[src/rtl/commit_trace_buffer.sv]
// Commit trace buffer: records retired register writebacks with a cycle stamp
// into a first-word-fall-through FIFO, counting entries lost while full.
module commit_trace_buffer #(
  parameter int DATA_W       = 32,
  parameter int REG_AW       = 5,
  parameter int DEPTH        = 16,
  parameter int CYC_W        = 16,
  parameter int FILTER_ZERO  = 1,
  parameter int HALT_ON_FULL = 0
) (
  input  logic                     clock,
  input  logic                     reset,
  input  logic                     trace_en,
  input  logic [DATA_W-1:0]        pc,
  input  logic                     wb_en,
  input  logic [REG_AW-1:0]        wb_addr,
  input  logic [DATA_W-1:0]        wb_data,
  output logic                     out_valid,
  input  logic                     out_ready,
  output logic [CYC_W-1:0]         out_cycle,
  output logic [DATA_W-1:0]        out_pc,
  output logic [REG_AW-1:0]        out_addr,
  output logic [DATA_W-1:0]        out_data,
  output logic [$clog2(DEPTH):0]   level,
  output logic [15:0]              drop_cnt,
  output logic                     overflow,
  output logic                     halted
);

  localparam int AW    = $clog2(DEPTH);
  localparam int ENT_W = CYC_W + DATA_W + REG_AW + DATA_W;
  localparam logic [AW:0] FULL_LVL = (AW+1)'(DEPTH);

  function automatic logic [15:0] sat_inc16(input logic [15:0] v);
    return (v == 16'hFFFF) ? v : v + 16'd1;
  endfunction

  logic [CYC_W-1:0] cycle_cnt;
  logic [AW-1:0]    wr_ptr;
  logic [AW-1:0]    rd_ptr;
  logic [ENT_W-1:0] mem [DEPTH];
  logic [ENT_W-1:0] ent_p0;
  logic             vld_p0;
  logic             full;
  logic             pop;
  logic             push;
  logic             drop;

  // Capture stage: qualify the commit and assemble the entry.
  always_comb begin
    vld_p0 = trace_en && wb_en && !halted &&
             !((FILTER_ZERO != 0) && (wb_addr == '0));
    ent_p0 = {cycle_cnt, pc, wb_addr, wb_data};
    full   = (level == FULL_LVL);
    pop    = out_valid && out_ready;
    push   = vld_p0 && (!full || pop);
    drop   = vld_p0 && full && !pop;
  end

  // Storage stage: control state is reset, entry storage is not.
  always_ff @(posedge clock) begin
    if (reset) begin
      cycle_cnt <= '0;
      wr_ptr    <= '0;
      rd_ptr    <= '0;
      level     <= '0;
      drop_cnt  <= '0;
      overflow  <= 1'b0;
      halted    <= 1'b0;
    end else begin
      cycle_cnt <= cycle_cnt + 1'b1;
      if (push) wr_ptr <= wr_ptr + 1'b1;
      if (pop)  rd_ptr <= rd_ptr + 1'b1;
      case ({push, pop})
        2'b10:   level <= level + 1'b1;
        2'b01:   level <= level - 1'b1;
        default: level <= level;
      endcase
      if (drop) begin
        drop_cnt <= sat_inc16(drop_cnt);
        overflow <= 1'b1;
        if (HALT_ON_FULL != 0) halted <= 1'b1;
      end
    end
  end

  always_ff @(posedge clock) begin
    if (push) mem[wr_ptr] <= ent_p0;
  end

  // Output stage: head entry falls through combinationally.
  always_comb begin
    out_valid = (level != '0);
    {out_cycle, out_pc, out_addr, out_data} = mem[rd_ptr];
  end

endmodule
[config.mk]
export PLATFORM = sky130hd
export DESIGN_NAME = commit_trace_buffer
export DESIGN_NICKNAME = d
export VERILOG_FILES = /design/src/rtl/commit_trace_buffer.sv
export SDC_FILE = /design/constraint.sdc
export NUM_CORES = 1
export LEC_CHECK = 0
export ABC_CLOCK_PERIOD_IN_PS = 6880
export CAP_MARGIN = 0
export CORE_ASPECT_RATIO = 0.8
export CORE_MARGIN = 2
export CORE_UTILIZATION = 63
export DETAILED_ROUTE_END_ITERATION = 12
export GPL_TIMING_DRIVEN = 0
export PLACE_DENSITY = 0.89
export SYNTH_ARGS = -nofsm -noshare
export SYNTH_HDL_FRONTEND = slang
export SYNTH_SLANG_ARGS = --single-unit
export TNS_END_PERCENT = 20
[constraint.sdc]
create_clock -name clock -period 6.88 [get_ports clock]
set_input_delay 2.064 -clock clock [delete_from_list [all_inputs] [get_ports clock]]
set_output_delay 2.064 -clock clock [all_outputs]
set_load 0.01 [all_outputs]
==> impl_metrics.json, run 1 <==
{
  "status": "finished, violations left",
  "violations": "negative setup slack",
  "final_cell_count_no_fill": 3732,
  "seq_area_frac_synth_pct": 78.6,
  "hold_path_end": "overflow",
  "fp.coreArea_um2": 83800,
  "slew_headroom_pct": 2.64,
  "grt_overflow": 0,
  "cp_max_fo": 10,
  "fin_total_pwr_mw": 21.3,
  "drive_above_1_share_pct": 27.0,
  "cp.depth": 6,
  "multi_input_area_um2": 11000,
  "cts_resized": 2,
  "p_per_area_nw_per_um2": 346,
  "grt_first_pass_wirelength_mm": 219,
  "drc": 0,
  "slew_violations": 0,
  "die_x_um": 329,
  "critPathBufInv": 4,
  "start_kind": "flop",
  "r2r_slack_ns": 3.69,
  "synth.area.top_cells": "edfxtp_1 77%, mux4_2 18%, dfxtp_1 1.9%",
  "syn_inst": 2159,
  "route.antenna.remaining_nets": 0,
  "fmax_mhz": 145,
  "r2r-end": "level[4]",
  "holdPathStages": 2,
  "fin_util_pct": 73.4,
  "numCtsBuffers": 132,
  "cts_setup_buffers": 0,
  "dp_hpwl_mm": 78.8,
  "synth.cell_area_um2": 53300,
  "yosysTopAreaCell": "edfxtp_1",
  "ir_drop_uv": 230,
  "hold_viol": 0,
  "grt_max_degree": 48,
  "fillers": 3990,
  "cts_buffer_depth": 3,
  "critPathKind": "flop to output port",
  "required_ns": 4.82,
  "cap_viol_max_count": 0,
  "num_io_pins": 183,
  "rr_startpoint": "level[0]",
  "hp-start": "overflow",
  "ys_seq_elements": 1410,
  "wirelength_mm": 156,
  "drt-initial-drc-count": 5924,
  "period_minus_slack_ns": 6.88,
  "grt_pass1_vias": 28700,
  "cp-end-kind": "output port",
  "post-route-period-util_pct": 100,
  "dieArea_um2": 86900,
  "area_delta_synth_final_pct": 15.6,
  "gp_congestion": 0.808,
  "synth.top_cell.area_share_pct": 76.7,
  "io_buffer_count": 181,
  "setup_ws_ns": -0.00234,
  "seqCellArea_um2": 41800,
  "insertion_delay_ns": 0.76,
  "vias": 28500,
  "synth_nets": 2244,
  "grt.total_usage_pct": 36.9,
  "postCtsHoldBufs": 0,
  "tightestPinTransition_ns": 1.46,
  "synthFlopType": "edfxtp_1",
  "crit_path_top_delay_cell": "clkbuf_1",
  "htreeDepth": 4,
  "arrival_ns": 4.82,
  "dp_cells": 3482,
  "power_leakage_nw": 18.8,
  "hold_path_class": "flop to flop",
  "start_util_pct": 63.5,
  "path_delay_family": "buffers and inverters",
  "path_cells": "clkbuf_1 -> clkbuf_1 -> clkbuf_1 -> mux4_2 -> mux4_2 -> clkdlybuf4s50_1",
  "first_pass_iters": 6,
  "setup_violations": 1,
  "grt_antenna_before_repair": 15,
  "cts_root_buf": "clkbuf_16",
  "viasPerCell": 7.64,
  "netlist-cell-type-count": 44,
  "die_h_um": 264,
  "synth_edf_count": 1360,
  "synth.avg_cell_area_um2": 24.7,
  "wl_per_cell_um": 41.9,
  "ys_async_sr_fraction_pct": 0,
  "yosysWarningCount": 0,
  "cts_tree": "done",
  "clk_pin_slew_ns": 0.07,
  "cpMostUsedCell": "clkbuf_1",
  "reg2reg_depth": 10,
  "cts_sinks": 1410,
  "nets": 2586,
  "cpPeakStageDelay_ns": 0.83,
  "rows": 95,
  "clock_skew_ns": 0.0442
}
[tightest hold or removal path, cell delays in order (launching register included)]
cell and delay [ns]:
dfxtp_1 0.33, nor2_1 0.10, nor2_1 0.05
[layer usage]
metal  vias up  routed length (um)  global-route usage [%]
met4        12                8670                    17.6
met2      3200               74800                    56.5
met5         -                  68                       0
met1     14600               49700                    49.2
met3       639               23000                    11.4
li1      10100                   -                       -
[where the power goes]
group | total (mW) | internal, mW | switching (mW)
Combinational | 4.26 | 2.07 | 2.18
Sequential | 9.54 | 9.48 | 0.0606
Clock | 7.47 | 4.13 | 3.34
[metrics by stage]
stage	TNS [ns]	instance area, um2	setup WS (ns)	hold WS, ns
after global placement	-2992.69	56500	-2.39	0.488
after CTS	0	61500	0.0386	0.517
final	-0.00234	61500	-0.00234	0.523
after global routing	-0.00193	61500	-0.00193	0.544
after floorplan	0	53300	1.56	0.468
after detailed placement	0	57200	0.673	0.503
[state kept, by name (all words and copies together) (netlist names), named ones only]
register   flops
overflow       1
wr_ptr         4
level          5
drop_cnt      16
mem         1360
rd_ptr         4
cycle_cnt     16
[layout make-up]
class / count / area share (%)
antenna: 11 / 0.0447
clock inverter: 72 / 1.13
buffer: 103 / 0.738
tap: 1115 / 2.27
multi-input combinational: 638 / 17.9
inverter: 8 / 0.0488
sequential: 1410 / 68.0
clock buffer: 167 / 5.82
timing repair buffer: 208 / 4.10
[cells in the final DEF (no fill, tap or decap), types with 5 or more instances in the layout]
master,count
a21oi_1,16
and2_4,12
buf_1,5
buf_16,23
buf_2,36
bufinv_16,11
clkbuf_1,81
clkbuf_16,138
clkbuf_2,5
clkdlybuf4s50_1,181
clkinv_1,23
clkinv_2,22
dfxtp_1,50
diode_2,11
edfxtp_1,1360
ha_1,10
inv_1,8
inv_6,6
mux4_2,425
nand2_1,20
nand3_1,13
nand4_1,8
nor2_1,35
nor3_1,7
o21ai_0,11
or3_1,9
or4_1,5
xnor2_1,11
xor2_1,12
[synth_stat cells (9+ instances only)]
master	count
or3_1	9
a21oi_1	16
mux4_2	425
dfxtp_1	50
edfxtp_1	1360
and2_1	13
nand2_1	20
ha_1	10
nand3_1	13
xor2_1	12
clkbuf_1	61
nor2_1	35
buf_2	36
xnor2_1	11
o21ai_0	11
[kinds of logic after synthesis]
group	share of synthesized area, %
buf+inv	0.874
xor+xnor	0.378
simple gates	1.34
other cells	0.00704
compound gates	0.458
fa+ha+maj	0.273
flops	78.6
mux	18.1
[how the worst max path moves through the flow]
| stage | startpoint | slack (ns) | end |
|---|---|---|---|
| finish | flop | -0.002 | out_cycle[0] |
| CTS | flop | 0.04 | out_addr[0] |
| floorplan | wb_addr[3] | 1.56 | mem[10][0] |
| global route | flop | -0.002 | out_data[3] |
| global placement | wb_addr[0] | -2.39 | mem[8][50] |
| detailed placement | wb_addr[0] | 0.67 | level[4] |
Power figures use the tool's default switching activity.
==> run 2: changes to the inputs <==
--- a/config.mk
+++ b/config.mk
@@ -8,7 +8,7 @@
 export ABC_CLOCK_PERIOD_IN_PS = 6880
 export CAP_MARGIN = 0
 export CORE_ASPECT_RATIO = 0.8
-export CORE_MARGIN = 2
+export CORE_MARGIN = 1.5
 export CORE_UTILIZATION = 63
 export DETAILED_ROUTE_END_ITERATION = 12
 export GPL_TIMING_DRIVEN = 0
==> impl_metrics.json, run 2 (same netlist as run 1, synthesis figures left out) <==
{
  "rows": 95,
  "grt_pass1_vias": 28400,
  "nets": 2587,
  "drc": 0,
  "wl_per_cell_um": 41.4,
  "numCtsBuffers": 131,
  "status": "finished, violations left",
  "crit_path_end": "out_pc[29]",
  "tightestPinTransition_ns": 1.42,
  "final_cell_count_no_fill": 3729,
  "cts_setup_buffers": 0,
  "p_seq_share_pct": 44.9,
  "cts_sinks": 1410,
  "m1WireLength_mm": 49.6,
  "route.antenna.remaining_nets": 0,
  "topRoutingLayerUsed": "met5",
  "clock_skew_ns": 0.0253,
  "p_int_mw": 15.7,
  "reg_top3": "mem: 1360 flops, cycle_cnt: 16 flops, drop_cnt: 16 flops",
  "insertion_delay_ns": 0.74,
  "hp-start": "rd_ptr[1]",
  "cts_buffer_depth": 3,
  "cts_root_buf": "clkbuf_16",
  "p_sw_mw": 5.54,
  "grt.total_usage_pct": 36.6,
  "viasPerCell": 7.50,
  "dieArea_um2": 86300,
  "required_ns": 4.82,
  "gp_congestion": 0.800,
  "fin_total_pwr_mw": 21.2,
  "r2r-end": "mem[8][56]",
  "hold_viol": 0,
  "die_h_um": 263,
  "combPwrFrac_pct": 20.0,
  "post-place-ws_ns": 0.801,
  "violations": "negative setup slack",
  "htreeDepth": 4,
  "met3_length_mm": 21.9,
  "period_minus_slack_ns": 6.97,
  "drive_above_1_share_pct": 27.0,
  "switching_share_pct": 26.1,
  "dp_cells": 3484,
  "wirelength_mm": 154,
  "cp_max_fo": 10,
  "fin_util_pct": 73.5,
  "setup_ws_ns": -0.0887,
  "power_leakage_nw": 18.8,
  "arrival_ns": 4.90,
  "p_clk_share_pct": 35.1,
  "slew_violations": 0,
  "fp.coreArea_um2": 83800,
  "slew_headroom_pct": 5.37,
  "drt-initial-drc-count": 5239,
  "grt_max_degree": 48,
  "num_io_pins": 183,
  "route.met2.wl_mm": 75.6,
  "cp-end-kind": "output port",
  "post-route-period-util_pct": 101,
  "grt_antenna_before_repair": 13,
  "regMostFlops": "mem",
  "vias": 28000,
  "first_pass_iters": 7,
  "grt_first_pass_wirelength_mm": 217,
  "critPathKind": "flop to output port",
  "tns_ns": -0.716,
  "clk_pin_slew_ns": 0.06,
  "grt_overflow": 0,
  "area_delta_synth_final_pct": 15.6,
  "start_kind": "flop",
  "ir_drop_uv": 210,
  "largest_register_ff_count": 1360,
  "cts_tree": "done",
  "p_per_area_nw_per_um2": 345,
  "dp_hpwl_mm": 79.2,
  "start_util_pct": 63.5,
  "hold_path_class": "flop to flop",
  "hold_slack_ns": 0.520,
  "final_cell_mix": "1360 x edfxtp_1, 425 x mux4_2, 181 x clkdlybuf4s50_1",
  "design_area_um2": 61600,
  "setup_violations": 21,
  "mostFrequentLayoutCell": "edfxtp_1",
  "io_buffer_count": 181,
  "die_x_um": 328,
  "rsz0062_at_grt": "true",
  "r2r_slack_ns": 3.81,
  "rr_startpoint": "level[1]",
  "cap_viol_max_count": 0,
  "reg2reg_depth": 6,
  "fmax_mhz": 143,
  "place_area_um2": 57300
}
[run 2: cell types whose count changed in the layout (fill, tap and decap cells not counted), moves of 2 or more]
cell	change
buf_12	-2
clkbuf_2	+2
buf_16	+4
clkbuf_16	-3
diode_2	-4
clkbuf_8	+3
clkinvlp_4	-3
[run 2: final cells by class]
cell class	instances	area [um2]
inverter	8	30.0
timing repair buffer	210	2590
fill	4054	22200
buffer	103	450
multi-input combinational	638	11000
antenna	7	17.5
tap	1115	1400
clock buffer	168	3550
sequential	1410	41800
clock inverter	70	702
[run 2: routing by layer]
metal | track usage (%) | up-vias
met5 | 0 | -
met4 | 15.0 | 14
met2 | 57.8 | 2987
met1 | 50.0 | 14400
li1 | - | 10000
met3 | 8.94 | 492
[run 2: power by group through the flow]
stage,Sequential [mW],Combinational (mW),Clock (mW)
global placement,9.71,3.86,0
CTS,9.53,4.21,7.46
floorplan,9.71,2.54,0
detailed placement,9.71,4.05,0
finish,9.54,4.23,7.45
global route,9.54,4.36,7.74
[run 2: what timing repair did]
item	in CTS	in global routing
resized for setup	0	20
setup endpoints to repair	0	35
hold buffers	0	0
[run 2: worst min path at each step]
stage           endpoint  slack (ns)  cells after the start
6_report            flop        0.52                      2
5_1_grt         overflow        0.53                      2
4_1_cts        rd_ptr[1]        0.52                      2
3_5_place_dp    overflow        0.50                      2
3_3_place_gp    overflow        0.48                      2
2_1_floorplan       flop        0.47                      2
[run 2: worst max-delay path, cell delays in order, from the launching register on]
cell and delay (ns):
dfxtp_1 0.32, clkbuf_1 0.54, clkbuf_1 0.92, clkbuf_1 0.81
mux4_2 0.44, mux4_2 0.61, clkdlybuf4s50_1 0.53
